### config.mk
export PLATFORM = sky130hd
export DESIGN_NAME = sda_frame_rx
export DESIGN_NICKNAME = d
export VERILOG_FILES = /design/src/rtl/sda_frame_rx.sv
export SDC_FILE = /design/constraint.sdc
export NUM_CORES = 1
export LEC_CHECK = 0
export CAP_MARGIN = 15
export CORE_ASPECT_RATIO = 1.75
export CORE_MARGIN = 10
export CORE_UTILIZATION = 52
export DETAILED_ROUTE_END_ITERATION = 16
export PLACE_DENSITY = 0.77
export SYNTH_ARGS = -nofsm -noshare
export SYNTH_HDL_FRONTEND = slang
export SYNTH_SLANG_ARGS = --single-unit
### constraint.sdc
create_clock -name sclk -period 2.15 [get_ports sclk]
set_input_delay 0.3225 -clock sclk [delete_from_list [all_inputs] [get_ports sclk]]
set_output_delay 0.3225 -clock sclk [all_outputs]
set_load 0.05 [all_outputs]
### src/rtl/sda_frame_rx.sv
// sda_frame_rx: receive side of the scl/sda serial link.
// Decodes START, NBITS data bits (MSB first, sampled on scl rise), STOP.
// Any number of scl pulses between the last data bit and STOP is ignored.
//
// Ports:
//   sclk     system clock, rising edge
//   rst      asynchronous active-low reset
//   scl,sda  serial clock / data from the transmitter (same clock domain)
//   data     last good frame, MSB = first received bit
//   onehot   onehot[data] = 1; all zero until the first good frame
//   valid    one-cycle pulse when data/onehot update
//   frm_err  one-cycle pulse on a truncated or restarted frame
//   busy     high while a frame is in progress
module sda_frame_rx #(
    parameter int NBITS = 4      // must be >= 2
) (
    input  logic                  sclk,
    input  logic                  rst,
    input  logic                  scl,
    input  logic                  sda,
    output logic [NBITS-1:0]      data,
    output logic [2**NBITS-1:0]   onehot,
    output logic                  valid,
    output logic                  frm_err,
    output logic                  busy
);
    localparam int OHW = 2**NBITS;
    localparam logic [NBITS-1:0] LAST = NBITS'(NBITS - 1);

    typedef enum logic [1:0] {IDLE, SHIFT, WAIT_STOP} state_t;

    state_t           state;
    logic             scl_q, scl_p, sda_q, sda_p;
    logic [NBITS-1:0] shift;
    logic [NBITS-1:0] cnt;
    logic             start_ev, stop_ev, rise_ev;

    // Edge/condition detection on the two sample stages. START and STOP
    // need scl high in both samples, so they can never coincide with a rise.
    assign start_ev = scl_p & scl_q &  sda_p & ~sda_q;
    assign stop_ev  = scl_p & scl_q & ~sda_p &  sda_q;
    assign rise_ev  = ~scl_p & scl_q;

    always_ff @(posedge sclk or negedge rst) begin
        if (!rst) begin
            // scl=1/sda=0 matches the idle bus seen at transmitter reset,
            // so reset release cannot look like a START.
            scl_q   <= 1'b1;
            scl_p   <= 1'b1;
            sda_q   <= 1'b0;
            sda_p   <= 1'b0;
            state   <= IDLE;
            shift   <= '0;
            cnt     <= '0;
            data    <= '0;
            onehot  <= '0;
            valid   <= 1'b0;
            frm_err <= 1'b0;
            busy    <= 1'b0;
        end else begin
            scl_q   <= scl;
            scl_p   <= scl_q;
            sda_q   <= sda;
            sda_p   <= sda_q;
            valid   <= 1'b0;
            frm_err <= 1'b0;
            case (state)
                IDLE: begin
                    // STOP here is the transmitter leaving its ready state.
                    if (start_ev) begin
                        state <= SHIFT;
                        cnt   <= '0;
                        busy  <= 1'b1;
                    end else begin
                        busy  <= 1'b0;
                    end
                end
                SHIFT: begin
                    if (start_ev) begin
                        frm_err <= 1'b1;
                        cnt     <= '0;
                        busy    <= 1'b1;
                    end else if (stop_ev) begin
                        frm_err <= 1'b1;
                        state   <= IDLE;
                        busy    <= 1'b0;
                    end else begin
                        busy <= 1'b1;
                        if (rise_ev) begin
                            shift <= {shift[NBITS-2:0], sda_q};
                            cnt   <= cnt + 1'b1;
                            if (cnt == LAST)
                                state <= WAIT_STOP;
                        end
                    end
                end
                WAIT_STOP: begin
                    // Trailing scl pulses are tolerated until STOP.
                    if (start_ev) begin
                        frm_err <= 1'b1;
                        state   <= SHIFT;
                        cnt     <= '0;
                        busy    <= 1'b1;
                    end else if (stop_ev) begin
                        data   <= shift;
                        onehot <= OHW'(1) << shift;
                        valid  <= 1'b1;
                        state  <= IDLE;
                        busy   <= 1'b0;
                    end else begin
                        busy <= 1'b1;
                    end
                end
                default: begin
                    state <= IDLE;
                    busy  <= 1'b0;
                end
            endcase
        end
    end
endmodule
==> impl_metrics.py, run 1 <==
metrics = {
    "job": {
        "drv_cap": 0,
    },
    "grt": {
        "groute.usage.overall_pct": 13.5,
        "overflow": 0,
        "grt_max_degree": 38,
        "grt_pass1_vias": 1229,
        "grt_pass1_wl_um": 6410,
        "antenna_found_initial": 0,
    },
    "routing": {
        "wl_per_cell_um": 17.2,
        "vias": 1229,
        "ant_nets": 0,
        "drt_first_pass_iters": 4,
        "detailedRoute.firstIterationViolations": 29,
        "routed_wl_um": 3720,
        "drc": 0,
        "via_per_inst": 5.69,
    },
    "timing": {
        "hold_viol": 0,
        "setup_tns_ps": 0,
        "fin_skew_ps": 5.43,
        "finalCritPeriodShare_pct": 87.9,
        "fmax_mhz": 529,
        "worst_pin_slew_ps": 523,
        "slew-limit-headroom_pct": 65.0,
        "grt_setup_unrepaired": "no",
        "slew_violations": 0,
        "post-route-min-period_ps": 1890,
        "hold_slack_ps": 423,
        "finalSetupViolations": 0,
    },
    "floorplanning": {
        "die_w_um": 63.2,
        "std_cell_rows": 27,
        "die_area_mm2": 0.00603,
        "start_util_pct": 54.0,
        "core_mm2": 0.00314,
        "pin_count": 27,
        "chipHeight_um": 95.5,
    },
    "outcome": {
        "outcome": "complete, no violations",
    },
    "placement": {
        "dp_hpwl_um": 2690,
        "io_buffers": 26,
        "globalplace.congestion": 0.907,
        "place_area_mm2": 0.00195,
    },
    "hold_path": {
        "min_path_type": "flip-flop to flip-flop",
    },
    "worst_setup_path": {
        "slowest_delay_ps": 410,
        "crit_chain": "inv_1, ha_1, o21ba_2, a2111o_1, o21ai_0, o21ai_1",
        "critPathKind": "flip-flop to flip-flop",
        "crit_fanout": 8,
        "crit_arrival_ps": 2070,
        "startpoint_type": "flip-flop",
        "end_kind": "flip-flop",
        "critPathSlowestCell": "a2111o_1",
        "cp.required_ps": 2330,
    },
    "synth": {
        "synth.avg_cell_area_um2": 11.5,
        "postSynthCellCount": 147,
        "async_flop_share_pct": 100,
        "synth-seq-area-share_pct": 54.8,
        "synth-edff-count": 0,
        "synth_area_mm2": 0.00170,
        "synth_common_cells": "35 x dfrtp_1, 23 x nand2_1, 9 x o31ai_1",
        "synth_largest_area_cell": "dfrtp_1",
        "synthTopCellsByArea": "dfrtp_1 52%, mux2_2 5.3%, nand2_1 5.1%",
        "synth.distinct_cells": 35,
        "synth.most_common_cell": "dfrtp_1",
        "ys.flop_type": "dfrtp_1",
        "synth_top_area_share_pct": 51.7,
        "synth_seq_cells": 37,
        "yosysWarnings": 0,
        "synth_nets": 156,
    },
    "finish": {
        "finalInstanceArea_mm2": 0.00207,
        "multi_input_area_um2": 681,
        "syn2layout_area_growth_pct": 22.3,
        "n_antenna_cell": 0,
        "ff_latch_area_um2": 928,
        "drive_gt1_share_pct": 15.6,
        "nNetsFinal": 181,
        "fillers": 242,
    },
    "power": {
        "clkPwrFrac_pct": 30.8,
        "peakVddDrop_mv": 0.781,
        "pwr-share-seq_pct": 45.5,
        "p_comb_share_pct": 23.7,
        "power.switching_w": 0.000692,
        "switching_share_pct": 34.0,
        "p_leak_nw": 0.922,
        "power_density_mw_per_mm2": 981,
        "cellInternalPower_w": 0.00134,
    },
    "clock_network": {
        "h-tree-depth": 2,
        "cts_buffers": 5,
        "clk_latency_ps": 290,
        "cts_buffer_depth": 2,
        "hold_buffers": 0,
        "cts.sinks": 37,
        "post_cts_resized": 0,
        "cts_setup_buffers": 0,
        "clkTransAtPathRegs_ps": 70,
        "tritoncts": "done",
        "cts-root-buf": "clkbuf_8",
    },
}
[cell usage in the layout (no fill, tap or decap), types with 3 or more instances in the layout]
cell type | Yosys | final
clkbuf_8 | 0 | 6
clkdlybuf4s50_1 | 0 | 26
dfrtp_1 | 35 | 35
ha_1 | 5 | 5
inv_1 | 6 | 6
mux2_2 | 8 | 8
nand2_1 | 23 | 23
nand2b_1 | 6 | 6
nor2_1 | 5 | 5
nor3_1 | 3 | 3
o21ai_0 | 6 | 6
o21ai_1 | 3 | 3
o31ai_1 | 9 | 9
o41ai_1 | 4 | 4
o41ai_2 | 3 | 3
[area by class of cell]
class	count	area share, %
Tap cell	43	2.60
Multi-Input combinational cell	95	32.8
Sequential cell	37	44.8
Clock inverter	2	1.81
Clock buffer	6	3.98
Inverter	6	1.09
Timing Repair Buffer	27	12.9
[per-layer routing]
metal,global-route usage (%),part of all wire (%)
met1,13.7,38
met2,24.2,55
met3,4.11,5.0
met4,7.30,2.1
met5,0,0
[kinds of logic after synthesis]
kind of cell | Yosys count | synth area share (%)
AOI/OAI and AO/OA | 32 | 14.8
adders and majority gates | 5 | 3.69
buffers and inverters | 15 | 5.09
DFF | 37 | 54.8
muxes | 9 | 5.90
and+or+nand+nor | 49 | 15.7
[metrics by stage]
stage / power [W] / std cells / utilization (%) / setup slack (ps)
6_report: 0.00203 / 216 / 66.0 / 261
5_1_grt: 0.00214 / 216 / 66.0 / 117
4_1_cts: 0.00204 / 216 / 66.0 / 280
3_5_place_dp: 0.00142 / 208 / 62.2 / 315
3_3_place_gp: 0.00137 / 208 / 62.2 / 468
2_1_floorplan: 0.00126 / 147 / - / 491
[power by group through the flow]
stage	logic [W]	registers, W	clock network [W]
2_1_floorplan	0.000387	0.000876	0
3_3_place_gp	0.000443	0.000924	0
3_5_place_dp	0.000477	0.000938	0
4_1_cts	0.000479	0.000926	0.000638
5_1_grt	0.000525	0.000944	0.000670
6_report	0.000481	0.000926	0.000628
[state kept, by name, summed over array words and instances (netlist names)]
register and cells:
data 4, busy 1, valid 1, shift 4, sda_p 1, frm_err 1, scl_q 1, sda_q 1
state 2, onehot 16, cnt 4, scl_p 1
[final timing paths]
| check | slack, ps | endpoint | startpoint | cells past startpoint |
|---|---|---|---|---|
| hold reg to reg | 420 | scl_p$_DFF_PN1_ | scl_q$_DFF_PN1_ | 0 |
| setup reg to reg | 260 | cnt[2]$_DFFE_PN0P_ | state[0]$_DFFE_PN0P_ | 6 |
| min in group asynchronous | 450 | valid$_DFF_PN0_ | rst | 2 |
| max in group asynchronous | 1350 | scl_p$_DFF_PN1_ | rst | 2 |
| setup / recovery | 260 | cnt[2]$_DFFE_PN0P_ | state[0]$_DFFE_PN0P_ | 6 |
| hold / removal | 420 | scl_p$_DFF_PN1_ | scl_q$_DFF_PN1_ | 0 |
[worst max-delay path: cells and delay by family (launching register included)]
kind | cells | cell delay [ps]
buffers and inverters | 1 | 100
AO/OA/AOI/OAI | 4 | 950
flip-flops | 1 | 400
adder cells (fa/ha/maj) | 1 | 330
Note: power is estimated with default switching activity, not from simulation.
==> run 2, diff against run 1 <==
--- a/config.mk
+++ b/config.mk
@@ -7,10 +7,12 @@
 export LEC_CHECK = 0
 export CAP_MARGIN = 15
 export CORE_ASPECT_RATIO = 1.75
-export CORE_MARGIN = 10
+export CORE_MARGIN = 3
 export CORE_UTILIZATION = 52
 export DETAILED_ROUTE_END_ITERATION = 16
 export PLACE_DENSITY = 0.77
+export REMOVE_ABC_BUFFERS = 1
+export SETUP_SLACK_MARGIN = 0.5
 export SYNTH_ARGS = -nofsm -noshare
 export SYNTH_HDL_FRONTEND = slang
 export SYNTH_SLANG_ARGS = --single-unit
==> run 2 against run 1 <==
  * Via count unchanged
  * Die area fell by 34%
  * Register-to-register slack improved by 310 ps
  * Highest routed layer unchanged
  * Flip-flop and latch count unchanged
  * Total power decreased by 0.26%
  * Clock skew is 3.3 ps higher
  * Global-route usage up 6.2 points
==> impl_metrics.py, run 2 (synthesized netlist as in run 1, its figures left out) <==
metrics = {
    "outcome": {
        "outcome": "complete, no violations",
    },
    "timing": {
        "fin_skew_ps": 8.71,
        "hold_slack_ps": 429,
        "finalCritPeriodShare_pct": 73.7,
        "grt_setup_unrepaired": "yes",
        "fmax_mhz": 631,
        "hold_viol": 0,
        "finalSetupViolations": 0,
        "worst_pin_slew_ps": 506,
        "worst_slack_ps": 566,
        "setup_tns_ps": 0,
        "post-route-min-period_ps": 1580,
        "slew-limit-headroom_pct": 66.4,
        "slew_violations": 0,
    },
    "routing": {
        "vias": 1229,
        "detailedRoute.firstIterationViolations": 37,
        "via_per_inst": 5.49,
        "ant_nets": 0,
        "routed_wl_um": 3440,
        "drt_first_pass_iters": 4,
        "wl_per_cell_um": 15.4,
        "drc": 0,
    },
    "finish": {
        "regMostFlops": "onehot",
        "syn2layout_area_growth_pct": 27.0,
        "mostFrequentLayoutCell": "dfrtp_1",
        "drive_gt1_share_pct": 23.1,
        "final_cell_mix": "35 x dfrtp_1, 23 x nand2_1, 23 x dlygate4sd2_1",
        "largest_reg_flops": 16,
        "fin_util_pct": 71.2,
        "n_antenna_cell": 0,
        "nNetsFinal": 190,
    },
    "power": {
        "p_leak_nw": 1.06,
        "p_comb_share_pct": 28.4,
        "power.switching_w": 0.000704,
        "cellInternalPower_w": 0.00133,
        "power_density_mw_per_mm2": 942,
        "pwr-share-seq_pct": 45.6,
        "switching_share_pct": 34.7,
        "peakVddDrop_mv": 0.821,
        "clkPwrFrac_pct": 26.0,
    },
    "clock_network": {
        "cts-root-buf": "clkbuf_8",
        "clk_latency_ps": 290,
        "hold_buffers": 0,
        "tritoncts": "done",
        "cts.sinks": 37,
        "cts_buffers": 5,
        "cts_buffer_depth": 2,
        "h-tree-depth": 2,
        "clkTransAtPathRegs_ps": 80,
    },
    "floorplanning": {
        "die_w_um": 49.2,
        "start_util_pct": 56.0,
        "chipHeight_um": 81.5,
        "pin_count": 27,
        "core_mm2": 0.00303,
        "std_cell_rows": 26,
        "die_area_mm2": 0.00401,
    },
    "placement": {
        "io_buffers": 26,
        "dp_hpwl_um": 2300,
        "globalplace.congestion": 0.906,
        "place_ws_ps": 380,
    },
    "grt": {
        "overflow": 0,
        "grt_pass1_vias": 1241,
        "antenna_found_initial": 0,
        "groute.usage.overall_pct": 19.7,
        "grt_pass1_wl_um": 5950,
        "grt_max_degree": 38,
    },
    "hold_path": {
        "min_path_type": "flip-flop to flip-flop",
    },
    "worst_setup_path": {
        "cp.required_ps": 2330,
        "startpoint_type": "flip-flop",
        "crit_fanout": 9,
        "crit_arrival_ps": 1760,
        "end_kind": "flip-flop",
        "critPathKind": "flip-flop to flip-flop",
    },
    "job": {
        "drv_cap": 0,
    },
}
[run 2: worst paths after layout]
| path | from | endpoint | slack (ps) | cells past startpoint |
|---|---|---|---|---|
| worst max-delay path | scl_q$_DFF_PN1_ | state[1]$_DFFE_PN0P_ | 570 | 4 |
| worst min-delay path | scl_q$_DFF_PN1_ | scl_p$_DFF_PN1_ | 430 | 0 |
| worst max register to register | scl_q$_DFF_PN1_ | state[1]$_DFFE_PN0P_ | 570 | 4 |
| worst min register to register | scl_q$_DFF_PN1_ | scl_p$_DFF_PN1_ | 430 | 0 |
| max in group asynchronous | rst | scl_p$_DFF_PN1_ | 1360 | 2 |
| min in group asynchronous | rst | cnt[2]$_DFFE_PN0P_ | 450 | 2 |
[run 2: repair_timing]
| item | in CTS | in global routing |
|---|---|---|
| resized for setup | 31 | 4 |
| pin swaps | 0 | 2 |
| setup endpoints to repair | 30 | 8 |
| setup buffers | 2 | 7 |
[run 2: layout make-up]
cell class              count  area, um2
clock inverters             1       5.00
flip-flops and latches     37        928
well taps                  42       52.6
repair buffers             36        319
inverters                   6       22.5
multi-input cells          95        729
clock buffers               7       96.3
fillers                   240        872
[run 2: through the flow]
stage | power (W) | cell area [um2] | instances
2_1_floorplan | 0.00124 | 1630 | 138
3_3_place_gp | 0.00139 | 1950 | 207
3_5_place_dp | 0.00141 | 1950 | 207
4_1_cts | 0.00199 | 2080 | 217
5_1_grt | 0.00215 | 2150 | 224
6_report | 0.00203 | 2150 | 224
[run 2: power by group through the flow]
stage / registers (W) / logic [W] / clock network, W
final: 0.000925 / 0.000577 / 0.000527
after global routing: 0.000944 / 0.000633 / 0.000571
after CTS: 0.000924 / 0.000520 / 0.000545
after detailed placement: 0.000936 / 0.000474 / 0
after global placement: 0.000933 / 0.000461 / 0
after floorplan: 0.000941 / 0.000298 / 0
[run 2: per-layer routing]
layer / GRT usage (%) / routed length, um / up-vias
li1: - / - / 593
met1: 22.1 / 1390 / 601
met2: 32.9 / 1790 / 27
met3: 4.90 / 153 / 8
met4: 13.4 / 109 / 0
met5: 0 / 0 / -
[run 2: worst max-delay path, cell delays in order (launching register included)]
cell and delay, ps:
dfstp_2 620, inv_1 70, o41ai_1 360, o22ai_1 170, a22o_1 250
